File: config.mk
export PLATFORM = sky130hd
export DESIGN_NAME = mux_scan_ctrl_flat
export DESIGN_NICKNAME = d
export VERILOG_FILES = /design/src/rtl/mux_scan_ctrl_pkg.sv /design/src/rtl/mux_scan_ctrl_if.sv /design/src/rtl/mux_scan_ctrl_dwell_cnt.sv /design/src/rtl/mux_scan_ctrl.sv /design/src/flat_wrapper.sv
export SDC_FILE = /design/constraint.sdc
export NUM_CORES = 1
export LEC_CHECK = 0
export CAP_MARGIN = 0
export CORE_UTILIZATION = 41
export CTS_CLUSTER_SIZE = 10
export DETAILED_ROUTE_END_ITERATION = 7
export HOLD_SLACK_MARGIN = 0.03
export PLACE_DENSITY = 0.79
export SYNTH_ARGS = -nofsm -noshare
export SYNTH_HDL_FRONTEND = slang
export SYNTH_SLANG_ARGS = --single-unit
File: constraint.sdc
create_clock -name clk -period 1.3 [get_ports clk]
set_input_delay 0.13 -clock clk [delete_from_list [all_inputs] [get_ports clk]]
set_output_delay 0.13 -clock clk [all_outputs]
set_load 0.05 [all_outputs]
File: src/rtl/mux_scan_ctrl_pkg.sv
// Shared definitions for the mux scan sequencer: FSM state encodings and default sizing.
package mux_scan_ctrl_pkg;

  typedef enum logic [1:0] {
    ST_IDLE = 2'd0,
    ST_SCAN = 2'd1,
    ST_DONE = 2'd2
  } scan_state_e;

  localparam int unsigned DEF_DATA_W = 4;
  localparam int unsigned DEF_DWELL  = 1;

endpackage

File: src/rtl/mux_scan_ctrl_if.sv
// Bus between the scan sequencer (slave side) and its driver/mux loop (master side).
interface mux_scan_ctrl_if #(
  parameter int unsigned DATA_W = mux_scan_ctrl_pkg::DEF_DATA_W
);
  localparam int unsigned SEL_W = $clog2(DATA_W);

  logic              start;
  logic [DATA_W-1:0] d_in;
  logic              f_in;
  logic [DATA_W-1:0] d;
  logic [SEL_W-1:0]  s;
  logic              s_valid;
  logic              busy;
  logic              done;
  logic [DATA_W-1:0] rd_word;

  modport master (
    output start, d_in, f_in,
    input  d, s, s_valid, busy, done, rd_word
  );

  modport slave (
    input  start, d_in, f_in,
    output d, s, s_valid, busy, done, rd_word
  );

endinterface

File: src/rtl/mux_scan_ctrl_dwell_cnt.sv
// Dwell counter: counts 0..DWELL-1 while enabled and flags the final cycle of each select step.
module mux_dwell_cnt #(
  parameter int unsigned DWELL = mux_scan_ctrl_pkg::DEF_DWELL
) (
  input  logic clk,
  input  logic rst,
  input  logic clr,
  input  logic en,
  output logic last
);
  localparam int unsigned CNT_W = $clog2(DWELL + 1);

  logic [CNT_W-1:0] r_cnt;

  assign last = (r_cnt == CNT_W'(DWELL - 1));

  // Self-wraps on the last cycle so the next step starts from 0 without a separate clear.
  always_ff @(posedge clk) begin
    if (rst || clr) begin
      r_cnt <= '0;
    end else if (en) begin
      r_cnt <= last ? '0 : r_cnt + 1'b1;
    end
  end

endmodule

File: src/rtl/mux_scan_ctrl.sv
// Scan sequencer for a 4:1 select mux: holds a word on d, walks s, rebuilds f samples into rd_word.
// Optional feature macro MUX_SCAN_CONT_EN: allows a start in DONE to launch the next scan directly.
module mux_scan_ctrl
  import mux_scan_ctrl_pkg::*;
#(
  parameter int unsigned DATA_W = DEF_DATA_W,
  parameter int unsigned DWELL  = DEF_DWELL
) (
  input logic            clk,
  input logic            rst,
  mux_scan_ctrl_if.slave bus
);
  localparam int unsigned SEL_W = $clog2(DATA_W);
  localparam logic [SEL_W-1:0] SEL_LAST = SEL_W'(DATA_W - 1);

  scan_state_e       r_state;
  scan_state_e       w_next;
  logic              w_accept;
  logic              w_last;
  logic              w_scan;
  logic [DATA_W-1:0] r_d;
  logic [SEL_W-1:0]  r_s;
  logic [DATA_W-1:0] r_rd_word;

  assign w_scan = (r_state == ST_SCAN);

  mux_dwell_cnt #(
    .DWELL (DWELL)
  ) u_dwell (
    .clk  (clk),
    .rst  (rst),
    .clr  (w_accept),
    .en   (w_scan),
    .last (w_last)
  );

  always_ff @(posedge clk) begin
    if (rst) begin
      r_state <= ST_IDLE;
    end else begin
      r_state <= w_next;
    end
  end

  always_comb begin
    w_next       = r_state;
    w_accept     = 1'b0;
    bus.s_valid  = 1'b0;
    bus.busy     = 1'b0;
    bus.done     = 1'b0;
    unique case (r_state)
      ST_IDLE: begin
        if (bus.start) begin
          w_accept = 1'b1;
          w_next   = ST_SCAN;
        end
      end
      ST_SCAN: begin
        bus.s_valid = 1'b1;
        bus.busy    = 1'b1;
        if (w_last && (r_s == SEL_LAST)) begin
          w_next = ST_DONE;
        end
      end
      ST_DONE: begin
        bus.done = 1'b1;
        w_next   = ST_IDLE;
`ifdef MUX_SCAN_CONT_EN
        if (bus.start) begin
          w_accept = 1'b1;
          w_next   = ST_SCAN;
        end
`endif
      end
      default: w_next = ST_IDLE;
    endcase
  end

  // f_in is sampled in the same cycle s is presented; s parks at the last index after the scan.
  always_ff @(posedge clk) begin
    if (rst) begin
      r_d       <= '0;
      r_s       <= '0;
      r_rd_word <= '0;
    end else if (w_accept) begin
      r_d       <= bus.d_in;
      r_s       <= '0;
      r_rd_word <= '0;
    end else if (w_scan && w_last) begin
      r_rd_word[r_s] <= bus.f_in;
      if (r_s != SEL_LAST) begin
        r_s <= r_s + 1'b1;
      end
    end
  end

  assign bus.d       = r_d;
  assign bus.s       = r_s;
  assign bus.rd_word = r_rd_word;

endmodule

File: src/flat_wrapper.sv
// flat-port wrapper written by rule: the top's interface ports become plain ports
module mux_scan_ctrl_flat import mux_scan_ctrl_pkg::*;
#(
  parameter int unsigned DATA_W = DEF_DATA_W,
  parameter int unsigned DWELL  = DEF_DWELL
)
  (clk, rst, bus_start, bus_d_in, bus_f_in, bus_d, bus_s, bus_s_valid, bus_busy, bus_done, bus_rd_word);
  mux_scan_ctrl_if #(.DATA_W(DATA_W)) bus_i ();
  input logic clk;
  input logic rst;
  input wire logic [$bits(bus_i.start)-1:0] bus_start;
  input wire logic [$bits(bus_i.d_in)-1:0] bus_d_in;
  input wire logic [$bits(bus_i.f_in)-1:0] bus_f_in;
  output wire logic [$bits(bus_i.d)-1:0] bus_d;
  output wire logic [$bits(bus_i.s)-1:0] bus_s;
  output wire logic [$bits(bus_i.s_valid)-1:0] bus_s_valid;
  output wire logic [$bits(bus_i.busy)-1:0] bus_busy;
  output wire logic [$bits(bus_i.done)-1:0] bus_done;
  output wire logic [$bits(bus_i.rd_word)-1:0] bus_rd_word;
  assign bus_i.start = bus_start;
  assign bus_i.d_in = bus_d_in;
  assign bus_i.f_in = bus_f_in;
  assign bus_d = bus_i.d;
  assign bus_s = bus_i.s;
  assign bus_s_valid = bus_i.s_valid;
  assign bus_busy = bus_i.busy;
  assign bus_done = bus_i.done;
  assign bus_rd_word = bus_i.rd_word;
  mux_scan_ctrl #(.DATA_W(DATA_W), .DWELL(DWELL)) u_core (.clk(clk), .rst(rst), .bus(bus_i));
endmodule
# --- Yosys cells after proc, flatten, opt, wreduce, memory -nomap -nowiden ---
# Index checks and enable logic that the tools add are counted.
word_totals:
  register_bits: 13
  inputBits: 8
  out_inout_bits: 13
op_classes:
  addsub: 2
  magnitude_cmp: 2
  n_eq_ne: 6
  muxes: 11
  bitwise: 1
  reduce_logical: 8
op_table:
  columns: ["operator", "n"]
  rows:
  - ["$mux W1", 6]
  - ["$ne A2 B2 Y1 const B", 3]
  - ["$bwmux W4", 1]
  - ["$eq A2 B2 Y1 const B", 2]
  - ["$mux W2", 2]
  - ["$pmux W2 S2", 1]
  - ["$reduce_and A2 Y1", 2]
  - ["$logic_and A1 B1 Y1", 3]
  - ["$lt A2 B3 Y1 const B", 1]
  - ["$add A2 B1 Y2 const B", 1]
  - ["$demux W1 S2", 1]
  - ["$eq A2 B1 Y1 const B", 1]
  - ["$ge A2 B1 Y1 const B", 1]
  - ["$logic_not A2 Y1", 1]
  - ["$reduce_or A2 Y1", 1]
  - ["$add A1 B1 Y1 const B", 1]
  - ["$logic_or A1 B1 Y1", 1]
  - ["$not A1 Y1", 1]

# --- Depth between registers and ports, before layout ---
# Gate-level depths: netlist of run 1.
logic_depth:
  word_depth: 5
  ltp_mapped: 5
  depth_no_buf: 5

# --- By module ---
# Synthesis of run 1 repeated with hierarchy kept, for this count alone.
hier_totals:
  hier_cells: 56
  area_unflattened_um2: 573.0
by_module_without_submodules:
  columns: ["module", "n_inst", "cells_per_inst", "area_per_inst_um2"]
  rows:
  - ["mux_scan_ctrl", 1, 54, 561.8]
  - ["mux_dwell_cnt", 1, 2, 11.3]

# --- Worst setup path before layout of run 1 ---
# No wires, ideal clock.
synth_timing:
  path_type: "register to register"
  start: "reg u_core.r_s[0] (netlist: u_core.bus.s[0])"
  end: "reg u_core.r_rd_word[0] (netlist: u_core.bus.rd_word[0])"
  setup_time_ps: 116
  arrival_time_ps: 1325
  required_time_ps: 1184
  setup_slack_ps: -141
  stages_incl_launch_ff: 6
  n_path_buf: 0
  period_less_slack_ps: 1441
  path_cell_list: "dfxtp_1 -> inv_1 -> ha_1 -> nand3b_1 -> mux2i_1 -> nor2_1"
synth_between:
  elab_chain_cells: 5
  elab_cells_between_ends: 6
  classes_between: "order compare (2); mux (3); reduce/logical (1)"
synth_rtl:
  columns: ["item", "line", "source"]
  rows:
  - ["start: declaration", "mux_scan_ctrl.sv:22", "logic [SEL_W-1:0] r_s;"]
  - ["start signal: assignment", "mux_scan_ctrl.sv:92", "r_s <= r_s + 1'b1;"]
  - ["$lt A2 B3 Y1 (not written as such) or $ge A2 B1 Y1 (tied branches)", "mux_scan_ctrl.sv:90", "r_rd_word[r_s] <= bus.f_in;"]
  - ["$logic_and A1 B1 Y1 (not written as such)", "mux_scan_ctrl.sv:90", null]
  - ["$mux W1 (not written as such)", "mux_scan_ctrl.sv:90", null]
  - ["$demux W1 S2 (*)", null, null]
  - ["$bwmux W4 (*)", "mux_scan_ctrl.sv:90", null]
  - ["end signal: indexed assignment", "mux_scan_ctrl.sv:90", null]
  - ["end: declaration", "mux_scan_ctrl.sv:23", "logic [DATA_W-1:0] r_rd_word;"]
# Mark *: on every way between the ends. The rest lies on a longest branch, timed or not.
# A chain may end at the register's enable or synchronous reset.

# --- Worst setup path in the final report of run 1 ---
layout_timing:
  start: "reg u_core.r_state[0]"
  end: "out bus_s_valid"
layout_between:
  elab_chain_cells: 2
layout_rtl:
  columns: ["item", "line", "source"]
  rows:
  - ["start: declaration", "mux_scan_ctrl.sv:16", "scan_state_e r_state;"]
  - ["start signal: assignment", "mux_scan_ctrl.sv:41", "r_state <= w_next;"]
  - ["$eq A2 B1 Y1", "mux_scan_ctrl.sv:51", "unique case (r_state)"]
  - ["$mux W1", "mux_scan_ctrl.sv:51", null]
  - ["end: declaration", "flat_wrapper.sv:16", "output wire logic [$bits(bus_i.s_valid)-1:0] bus_s_valid;"]
# Every way passes these cells.

==> impl_results.md, run 1 <==
* Status: complete, no violations
* Area grow syn2layout at 79.4%
* Sink Count at 12
* Worst VDD drop at 0.000759 V
* Final hold vios at 0
* Die X at 38.7 um
* Max_slew headroom at 79.8%
* Max Fanout on Critical Path at 3
* Buf/Inv on CP at 2
* R2R cell count at 4
* Worst r2r src: u_core.bus.s[1]
* R2r setup slk at 70 ps
* Fin nets at 95
* Period minus WS final at 1260 ps
* Mean Syn Cell Area at 10.4 um2
* Synth Warn # at 0
* Layout Cells excl Fill at 96
* Clock buffer depth at 2
* Total GRT Usage at 18.8%
* Number of global-route vias before repair at 417
* Required @ worst endpoint at 1170 ps
* Fin crit share at 97.0%
* Worst slew pin tran at 302 ps
* Max Transition Viols Final at 0
* 1st-iter DRT viols at 9
* F_max at 0.793 GHz
* Area after DPL at 925 um2
* Hold buffers post-CTS at 0
* Power Dens Cells at 961 nW/um2
* Slowest stage cell, crit path: dfxtp_4
* Drt pass-1 iters at 2
* Critical Path End Type: output pin
* Crit-path cells: buf_6, and2b_2, buf_12
* PortBufs at 20
* I/O Pins at 21
* Clock-pin slew of the registers on the worst-case setup and hold paths at 80 ps
* Total power at 954 uW
* Post-Syn Instances at 53
* Post-Route WL at 1180 um
* Remaining Overflow, GRT at 0
* H-tree Lvls at 1
* Hold Crit Start: bus_d_in[0]
* Reg-to-Reg End: u_core.bus.s[1]
* End point of the critical path: bus_s_valid
* Lkg Pwr at 0.000439 uW
* Cell area after layout at 992 um2
* Die Y at 38.7 um
* Yosys reg bits at 12
* Largest net degree at the start of global routing at 9
* Number of antenna violations at the first check in global routing at 0
* Share of cells above drive strength 1 at 40.2%
* Layout fillers at 60
* First-pass GRT wire length at 1830 um
* Initial Util at 46.6%
* Skew-Pair Late Insertion Delay at 270 ps
* Root Buffer: clkbuf_4
* # setup viols final at 0
* CORE AREA at 1190 um2
* Cts bufs inserted at 3
* CP startpoint: u_core.r_state[0]
* Register area share after synthesis at 43.4%
* Post-DRT Antenna Nets at 0
* Post-synthesis cell type count at 14
* Max-cap viol count at 0
* FP Rows at 12
* Levels on crit path at 3
* Hold_ws at 475 ps
* Slowest stage delay, CP at 360 ps
* Placer Congestion at 0.758
* Worst EP arrival at 1130 ps
* Post-Synthesis Net Count at 65
* Post-DP HPWL at 904 um
* Critical path class: reg -> out
* # DRC at 0
* CTS tree: built
* Post-Synthesis Cell Area at 553 um2
* Ant diodes at 0
* Worst hold path class: in -> reg
* Via density at 4.77
* Placed instance count at 90
* Routed wire per std cell at 12.3 um
* Die area at 1500 um2
* Clk_skew at 4.84 ps
* DR vias at 458
* Startpoint Class: flip-flop
* Largest delay share family, worst path: flip-flops
[layer usage]
| layer | part of all wire [%] | wire (um) | global-route usage (%) | vias to the layer above |
|---|---|---|---|---|
| met5 | 0 | 0 | 0 | - |
| met4 | 0.34 | 4 | 7.76 | 0 |
| met3 | 5.1 | 60 | 6.94 | 2 |
| met2 | 51 | 601 | 28.3 | 13 |
| met1 | 44 | 515 | 23.8 | 214 |
| li1 | - | - | - | 229 |
[repair_timing]
item,CTS,global route
setup buffers,0,2
resized for setup,3,4
endpoints found under the setup margin,2,2
[layout by cell type, fill, tap and decap left out, types with 2 or more instances in the layout]
cell type        count
inv_1                2
mux2i_1              9
dfxtp_1              8
buf_4                6
dfxtp_2              2
buf_6                2
buf_12              13
nor2_1              13
clkdlybuf4s50_1      7
clkbuf_4             3
ha_1                 4
dfxtp_4              2
nand3b_1             4
[area by class of cell]
type | count | area [um2] | area share (%)
timing repair buffer | 28 | 398 | 40.1
multi-input combinational | 36 | 283 | 28.5
sequential | 12 | 250 | 25.2
clock buffer | 4 | 36.3 | 3.66
tap | 14 | 17.5 | 1.77
inverter | 2 | 7.51 | 0.757
[tightest hold or removal path, stage by stage]
cell             delay (ps)
clkdlybuf4s50_1         390
mux2i_1                 140
nor2_1                   50
[flip-flops by register name (all words and copies together), names as in the netlist]
name / count
u_core.bus.d: 4
u_core.bus.s: 2
u_core.bus.rd_word: 4
u_core.r_state: 2
[logic make-up after synthesis]
| family | share of synthesized area, % |
|---|---|
| AND/OR/NAND/NOR | 23.5 |
| flip-flops | 43.4 |
| buffers and inverters | 6.11 |
| XOR/XNOR | 1.58 |
| adder cells (fa/ha/maj) | 9.05 |
| multiplexers | 16.3 |
[cell usage after synthesis]
library cell	count	area (um2)
nor2_1	13	48.8
dfxtp_1	12	240
mux2i_1	9	90.1
ha_1	4	50.1
nand3b_1	4	30.0
buf_4	2	15.0
inv_1	2	7.51
and2b_1	1	7.51
buf_6	1	11.3
nor2b_1	1	6.26
nor3b_2	1	12.5
nor3b_4	1	18.8
or2_0	1	6.26
xnor2_1	1	8.76
[metrics by stage]
step / worst slack [ps] / setup TNS, ps / utilization [%]
global route: -1.52 / -1.52 / 83.6
CTS: 2.46 / 0 / 81.3
detailed placement: -77.9 / -230 / 78.0
global placement: -3.14 / -5.53 / 78.0
finish: 39.5 / 0 / 83.6
floorplan: 24.8 / 0 / -
[power breakdown]
part	switching [uW]	total, uW	leakage [uW]	internal [uW]
Clock	125	295	0.0000210	170
Combinational	122	261	0.000317	139
Sequential	16.5	398	0.000100	381
[worst min-delay path by stage]
stage	slack (ps)	endpoint	cells after the start
global route	480	u_core.bus.d[0]	3
finish	470	u_core.bus.d[0]	3
detailed placement	550	u_core.bus.rd_word[0]	2
CTS	470	u_core.bus.d[0]	3
global placement	540	u_core.bus.d[3]	2
floorplan	200	u_core.bus.d[0]	1
No activity file was read; power rests on OpenSTA's default activity.
==> run 2, diff against run 1 <==
--- a/config.mk
+++ b/config.mk
@@ -9,8 +9,9 @@
 export CORE_UTILIZATION = 41
 export CTS_CLUSTER_SIZE = 10
 export DETAILED_ROUTE_END_ITERATION = 7
+export GPL_TIMING_DRIVEN = 0
 export HOLD_SLACK_MARGIN = 0.03
-export PLACE_DENSITY = 0.79
+export PLACE_DENSITY = 0.75
 export SYNTH_ARGS = -nofsm -noshare
 export SYNTH_HDL_FRONTEND = slang
 export SYNTH_SLANG_ARGS = --single-unit
==> run 2 against run 1 <==
  * Largest power group unchanged
  * Worst setup slack worse by 2.1 ps
  * Sequential cell count stayed put
  * Critical path depth stayed put
  * Combinational power is 30% lower
  * Critical endpoint unchanged
  * Sequential power hardly changed
  * Maximum frequency is 0.16% lower
  * Via count is 9.4% lower
  * Non-clock buffer count is 5 lower
  * Global-route usage is 2.0 points lower
==> impl_results.md, run 2 (synthesis gave the netlist of run 1 again) <==
* Total GRT Usage at 16.8%
* Die Y at 38.7 um
* NetSw at 223 uW
* Post-Route WL at 1020 um
* Reg-to-Reg End: u_core.bus.rd_word[3]
* PortBufs at 20
* Most frequent cells in the layout: nor2_1 (13), mux2i_1 (9), dlygate4sd2_1 (8), dfxtp_1 (8), clkdlybuf4s50_1 (7)
* Critical path class: reg -> out
* Sink Count at 12
* Internal at 565 uW
* Critical Path End Type: output pin
* Post-DP HPWL at 772 um
* Clk_skew at 2.16 ps
* Worst r2r src: u_core.r_state[0]
* Max-cap viol count at 0
* Clk pwr share at 26.5%
* Skew-Pair Late Insertion Delay at 260 ps
* Required @ worst endpoint at 1170 ps
* Number of antenna violations at the first check in global routing at 0
* Initial Util at 46.6%
* Lkg Pwr at 0.000382 uW
* Post-DRT Antenna Nets at 0
* Hold Path End: u_core.bus.d[2]
* Die X at 38.7 um
* DR vias at 415
* Cts bufs inserted at 3
* Fin Setup TNS at 0 ps
* Root Buffer: clkbuf_4
* Drt pass-1 iters at 1
* Placer Congestion at 0.726
* Number of global-route vias before repair at 380
* Area grow syn2layout at 40.5%
* Max_slew headroom at 67.0%
* # DRC at 0
* Placed instance count at 87
* Largest net degree at the start of global routing at 9
* Fin crit share at 97.1%
* Status: complete, no violations
* R2r setup slk at 90 ps
* Startpoint Class: flip-flop
* Final core occ at 65.5%
* R2R cell count at 4
* # setup viols final at 0
* Max Fanout on Critical Path at 8
* Via density at 4.61
* Ant diodes at 0
* Sequential power share at 50.3%
* Most common cell after layout, fill and taps aside: nor2_1
* F_max at 0.792 GHz
* Remaining Overflow, GRT at 0
* Max Transition Viols Final at 0
* Routed wire per std cell at 11.3 um
* Die area at 1500 um2
* Hold depth at 2
* Final hold vios at 0
* Period minus WS final at 1260 ps
* Clock buffer depth at 2
* Sw Ratio at 28.3%
* Clock-pin slew of the registers on the worst-case setup and hold paths at 70 ps
* Unrepaired setup endpoints after global routing: true
* Fin nets at 90
* Hold buffers post-CTS at 0
* FP Rows at 12
* H-tree Lvls at 1
* Worst slew pin tran at 497 ps
* Layout fillers at 113
* Gate power share at 23.1%
* Worst EP arrival at 1130 ps
* Layout Cells excl Fill at 90
* Share of cells above drive strength 1 at 23.7%
* Hold Crit Start: u_core.bus.d[2]
* CORE AREA at 1190 um2
* 1st-iter DRT viols at 0
* CTS tree: built
* Worst VDD drop at 0.000799 V
* I/O Pins at 21
* Power Dens Cells at 1010 nW/um2
* Worst hold path class: reg -> reg
* First-pass GRT wire length at 1610 um
## run 2: layer usage
layer	vias up	global-route usage, %	share of wire (%)
met2	12	27.9	48
met4	0	7.76	0
li1	217	-	-
met3	0	6.94	6.0
met5	-	0	0
met1	186	18.2	46
## run 2: worst max-delay path by stage
stage                 startpoint         endpoint  slack (ps)  cells after the start
6_report       u_core.r_state[1]      bus_s_valid          40                      3
5_1_grt        u_core.r_state[1]      bus_s_valid         -10                      3
4_1_cts        u_core.r_state[0]      bus_s_valid           2                      4
3_5_place_dp   u_core.r_state[1]      bus_s_valid        -340                      3
3_3_place_gp   u_core.r_state[1]      bus_s_valid        -320                      3
2_1_floorplan    u_core.bus.s[0]  u_core.bus.s[1]          20                      4
## run 2: power by group through the flow
stage | logic, uW | clock network, uW | registers, uW
floorplan | 87.5 | 0 | 444
global placement | 197 | 0 | 401
detailed placement | 200 | 0 | 402
CTS | 189 | 221 | 391
global route | 195 | 233 | 399
finish | 182 | 209 | 397
## run 2: metrics by stage
step	hold WS (ps)	power [uW]	area (um2)	setup slack, ps
after global routing	506	827	777	-11.5
after global placement	478	598	776	-322
after CTS	485	801	778	1.74
after detailed placement	486	601	776	-338
after floorplan	202	532	558	24.8
final	492	788	777	37.4
## run 2: repair_timing
item / 4_1_cts / 5_1_grt
pin swaps: 0 / 2
endpoints found under the setup margin: 13 / 10
resized for setup: 27 / 6
setup buffers: 0 / 1
## run 2: cell type report
type                            instances  area [um2]  share of cell area (%)
Sequential cell                        12         248                    31.9
Tap cell                               14        17.5                    2.25
Inverter                                2        7.51                   0.966
Timing Repair Buffer                   21         179                    23.0
Multi-Input combinational cell         36         288                    37.0
Clock buffer                            3        22.5                    2.90
Buffer                                  2        15.0                    1.93
## run 2: critical path, cell delays in order, from the launching register on
cell and delay (ps):
dfxtp_4 410, and2b_1 200, buf_4 130, buf_6 140
==> patch 1 (config.mk and constraints of run 2) <==
The package constant `DEF_DATA_W` goes from 4 to 8.
--- a/src/rtl/mux_scan_ctrl_pkg.sv
+++ b/src/rtl/mux_scan_ctrl_pkg.sv
@@ -8,5 +8,5 @@
   } scan_state_e;
 
-  localparam int unsigned DEF_DATA_W = 4;
+  localparam int unsigned DEF_DATA_W = 8;
   localparam int unsigned DEF_DWELL  = 1;
 
Interface: changed (resized bus_d, bus_d_in, bus_rd_word and bus_s); port bits go from 21 to 34. The function was not compared with the original's and may differ.
==> patch 1 against run 2 <==
The flow now finishes with violations (setup timing); critical endpoint is now u_core.bus.s[1]; total power is 73% higher; sequential cell count increased by 9; largest cell class unchanged; first-iteration DRC count rose by 11; worst setup slack worse by 150 ps; routed wire length up 140%; cell area increased by 96%; count of clock-buffer cells in the layout is the same; synthesized area grew 69%.
==> patch 1: results (changes against run 2) <==
----------------------------------------------------
[STA]
  Slew Limit Headroom ... 0.5646 (-0.1057)
  Post-route setup TNS ... -351.2 ps (-351.2 ps)
  Final Skew ... 4.259 ps (+2.104 ps)
  Final setup violation count ... 9 (+9)
  Max Slew Vio Count ... 0 (unchanged)
  Min setup slack post-route ... -109.4 ps (-146.8 ps)

[Power]
  Power in combinational cells ... 0.000375 W (+110%)
  Largest voltage drop on the vdd net ... 0.8206 mV (+2.7%)
  Part of the power in the clock network ... 0.222 (-0.043)
  P_leak ... 0.6329 nW (+66%)
  Switching power as a share of total power ... 0.3094 (+0.02678)
  Power density relative to cell area ... 896.3 nW/µm² (-12%)

[Critical path]
  Maximum net fanout on the critical path ... 4 (-4)
  Largest delay contributor family on the critical path ... flip-flops
  Cell at the slowest stage of the critical path ... sky130_fd_sc_hd__dfxtp_4
  Delay contributed by the slowest stage of the critical path ... 370 ps (-40 ps)
  Data arrival, critical path ... 1580 ps (+450 ps)

[Synth]
  Syn Inst Count ... 98 (+85%)
  Share of synthesized flip-flops with an asynchronous set or reset ... 0 (unchanged)
  Seq/Total Area, Yosys ... 0.4504 (+0.01601)
  Synth unique cells ... 25 (+11)
  Net count after synthesis ... 112 (+72%)
  Cell types with the highest counts after synthesis ... sky130_fd_sc_hd__dfxtp_1 (21), sky130_fd_sc_hd__nand2_1 (17), sky130_fd_sc_hd__mux2i_1 (10)
  Warning count from the yosys run ... 0 (unchanged)
  Cells taking the most area after synthesis ... sky130_fd_sc_hd__dfxtp_1 (45%), sky130_fd_sc_hd__mux2i_1 (11%), sky130_fd_sc_hd__nand2_1 (6.8%)

[Finish]
  Ant. Diodes ... 0 (unchanged)
  Area occupied by multi-input gates ... 591.8 µm² (+110%)
  Layout fillers ... 162 (+43%)
  Final-stage net count ... 157 (+74%)
  Share of cells above drive strength 1 ... 0.4859 (+0.2491)

[Drt]
  Detailed Route Iter0 Violations ... 11 (+11)
  Avg WL per Cell ... 14.46 µm (+28%)
  Drt first pass iters ... 4 (+3)
  Number of vias after detailed routing ... 854 (+110%)
  WL final ... 2443 µm (+140%)

[Place]
  Port buffer count ... 33 (+65%)
  Placed instance area ... 1343 µm² (+73%)
  Setup WS pre-CTS ... -422.0 ps (-84.34 ps)
  Final HPWL DP ... 1533 µm (+98%)
  Gpl congestion ... 0.7503 (+3.4%)

[Global routing]
  Total global routing track utilization ... 0.1997 (+0.03208)
  Antenna violations before repair ... 0 (unchanged)
  Pin count of the biggest net entering global routing ... 13 (+4)
  Vias in the first global route ... 820 (+120%)
  Global-route wire length before repair ... 3719 µm (+130%)

[Clock tree]
  Later-pin clock latency in the skew report ... 300 ps (+40 ps)
  TritonCTS Buffers ... 3 (unchanged)
  H-tree depth ... 1 (unchanged)
  CTS max path bufs ... 2 (unchanged)
  Cell chosen for the clock root ... sky130_fd_sc_hd__clkbuf_4
  Clock edge transition at the registers on the reported setup and hold paths ... 110 ps (+40 ps)

[Min path]
  Hold crit path type ... in2reg

[Status]
  Failing checks ... setup timing
  Outcome ... complete, but fails checks

----------------------------------------------------
==> patch 1: changes by cell type after synthesis, moves of 4 or more <==
cell and delta:
sky130_fd_sc_hd__nor3_1 +4, sky130_fd_sc_hd__nand2_1 +17, sky130_fd_sc_hd__dfxtp_1 +9, sky130_fd_sc_hd__clkbuf_1 +5
sky130_fd_sc_hd__a21oi_1 +8, sky130_fd_sc_hd__nor2_1 -10
==> patch 1: worst paths after layout <==
check | startpoint | slack, ps | cells after the start | to
setup / recovery | u_core.bus.s[1] | -110 | 5 | u_core.bus.s[1]
hold / removal | bus_d_in[5] | 380 | 3 | u_core.bus.d[5]
setup reg to reg | u_core.bus.s[1] | -110 | 5 | u_core.bus.s[1]
hold reg to reg | u_core.bus.d[4] | 470 | 2 | u_core.bus.d[4]
==> patch 1: per-layer routing <==
layer,wire [µm],GRT usage,vias up,share of wire
li1,-,-,427,-
met1,1013,0.2258,406,0.41
met2,1321,0.3559,19,0.54
met3,86,0.05556,2,0.035
met4,21,0.06667,0,0.0086
met5,0,0,-,0
==> patch 1: what timing repair did <==
item	4_1_cts	5_1_grt
resized for setup	69	46
pin swaps	1	16
setup endpoints to repair	41	33
gates cloned	0	1
setup buffers	3	3
==> patch 1: area by class of cell <==
cell class	instances	share of cell area
Inverter	1	0.004934
Buffer	9	0.04852
Timing Repair Buffer	40	0.2303
Clock buffer	3	0.01480
Clock inverter	1	0.003289
Tap cell	27	0.02220
Multi-Input combinational cell	67	0.3890
Sequential cell	21	0.2870
==> patch 1: logic make-up after synthesis <==
logic type	share of synthesized area
and+or+nand+nor	0.3016
DFF	0.4504
buffers and inverters	0.06166
muxes	0.1072
AOI/OAI and AO/OA	0.04290
adders and majority gates	0.02681
xor gates and xnor gates	0.009385
==> patch 2 (settings of run 2) <==
Without the edit above. Encoding of `scan_state_e`: now one-hot (3 bits for 3 states).
--- a/src/rtl/mux_scan_ctrl_pkg.sv
+++ b/src/rtl/mux_scan_ctrl_pkg.sv
@@ -2,8 +2,8 @@
 package mux_scan_ctrl_pkg;
 
-  typedef enum logic [1:0] {
-    ST_IDLE = 2'd0,
-    ST_SCAN = 2'd1,
-    ST_DONE = 2'd2
+  typedef enum logic [2:0] {
+    ST_IDLE = 3'b001,
+    ST_SCAN = 3'b010,
+    ST_DONE = 3'b100
   } scan_state_e;
 
Behaviour: same outputs for any inputs over 10 cycles, from zero or initial values and one cycle with rst high; not proved beyond that.
==> patch 2 against run 2 <==
Synthesized area grew 13%; routed wire length grew 31%; clock power up 25%; cell area up 21%; hold slack worse by 330 ps; cell count up 13%; largest cell class unchanged; first-iteration DRC count is 9 higher; worst setup slack got worse by 47 ps; the flow now finishes with violations (setup timing); sequential cell count up 1; total power increased by 6.1%.
==> patch 2: results (changes against run 2) <==
----------------------------------------------------
[Status]
  Outcome ... complete, but fails checks
  Failing checks ... setup timing

[Critical path]
  Endpoint of the most critical setup path ... u_core.bus.s[0]
  Maximum net fanout on the critical path ... 4 (-4)
  Count of cells along the worst register-to-register path ... 5 (+1)
  Data arrival, critical path ... 1500 ps (+370 ps)
  Capture instance of the worst register-to-register path ... u_core.bus.s[0]
  Launching instance or port of the critical path ... u_core.bus.s[0]

[Synth]
  Synth Area in Compound Gates ... 0.1205 (+0.1205)
  Adder-cell share of the synthesized area ... 0.08032 (-0.01018)
  XOR/XNOR Fraction of Synth Area ... 0.01406 (-0.001781)
  Average cell area after synthesis ... 10.38 µm² (-0.47%)
  Seq/Total Area, Yosys ... 0.4177 (-0.01672)
  Net count after synthesis ... 72 (+11%)

[Global routing]
  Total global routing track utilization ... 0.1697 (+0.002019)

[Drt]
  Drt first pass iters ... 4 (+3)
  Avg Vias per Cell ... 5.029 (+9.1%)

[STA]
  Slew at the pin with the worst max-slew slack ... 503.1 ps (+6.501 ps)
  Min setup slack post-route ... -9.141 ps (-46.54 ps)
  Final setup violation count ... 1 (+1)
  Worst-case hold slack ... 159.5 ps (-332.0 ps)

[Min path]
  Startpoint of the worst hold path ... rst
  Hold crit path type ... in2reg

[Power]
  P_leak ... 0.3784 nW (-1.1%)
  Largest voltage drop on the vdd net ... 0.6892 mV (-14%)

[Place]
  Placed instance area ... 848.3 µm² (+9.4%)
  Port buffer count ... 19 (-5.0%)

[Clock tree]
  Later-pin clock latency in the skew report ... 280 ps (+20 ps)

[Finish]
  Post-route non-filler standard cell count ... 102 (+13%)
  Share of cells above drive strength 1 ... 0.4023 (+0.1655)

----------------------------------------------------
## patch 2: kinds of logic (layout without fill, tap and decap cells)
logic type	after synthesis	after routing
and+or+nand+nor	22	22
DFF	13	13
AOI/OAI and AO/OA	8	8
muxes	6	6
buffers and inverters	6	33
adders and majority gates	4	4
xor gates and xnor gates	1	1
## patch 2: per-layer routing
metal	GRT usage	vias up	part of all wire
met1	0.1833	238	0.45
met2	0.2773	13	0.48
met5	0	-	0
li1	-	257	-
met3	0.03261	5	0.036
met4	0.1500	0	0.032
## patch 2: how the worst min path moves through the flow
stage / endpoint / depth (start not counted)
detailed placement: u_core.bus.d[2] / 2
global route: u_core.bus.d[1] / 2
floorplan: u_core.bus.d[0] / 2
CTS: u_core.bus.d[0] / 2
finish: u_core.bus.d[0] / 2
global placement: u_core.bus.d[0] / 2
## patch 2: layout make-up
type                            count  area [µm²]
Buffer                              4       33.78
Clock buffer                        4       26.28
Fill cell                         120       412.9
Inverter                            2       7.507
Multi-Input combinational cell     41       361.6
Sequential cell                    13       279.0
Tap cell                           15       18.77
Timing Repair Buffer               23       210.2
## patch 2: power groups by stage
stage	sequential [W]	clock [W]	combinational, W
final	0.000421	0.000262	0.000154
after global routing	0.000423	0.000285	0.000165
after CTS	0.000428	0.000266	0.000149
after detailed placement	0.000437	0	0.000152
after global placement	0.000436	0	0.000151
after floorplan	0.000468	0	0.0000689
## patch 2: stage by stage
step                        util  setup TNS, ps  power [W]
final                     0.6942         -9.141  0.0008363
after detailed placement  0.6284          -2138  0.0005887
after global routing      0.6942         -231.7  0.0008732
after global placement    0.6284          -1933  0.0005866
after CTS                 0.6534         -23.09  0.0008426
after floorplan                -         -882.8  0.0005369
## patch 2: critical path, stage by stage, from the launching register on
cell	delay, ps
sky130_fd_sc_hd__dfxtp_4	370
sky130_fd_sc_hd__ha_4	180
sky130_fd_sc_hd__nor4b_4	340
sky130_fd_sc_hd__buf_4	180
sky130_fd_sc_hd__xnor2_2	100
sky130_fd_sc_hd__nor2_2	40
## patch 2: repair_timing
action | CTS | global route
setup buffers | 1 | 3
pin swaps | 1 | 3
gates resized for setup | 33 | 12
endpoints found under the setup margin | 19 | 13
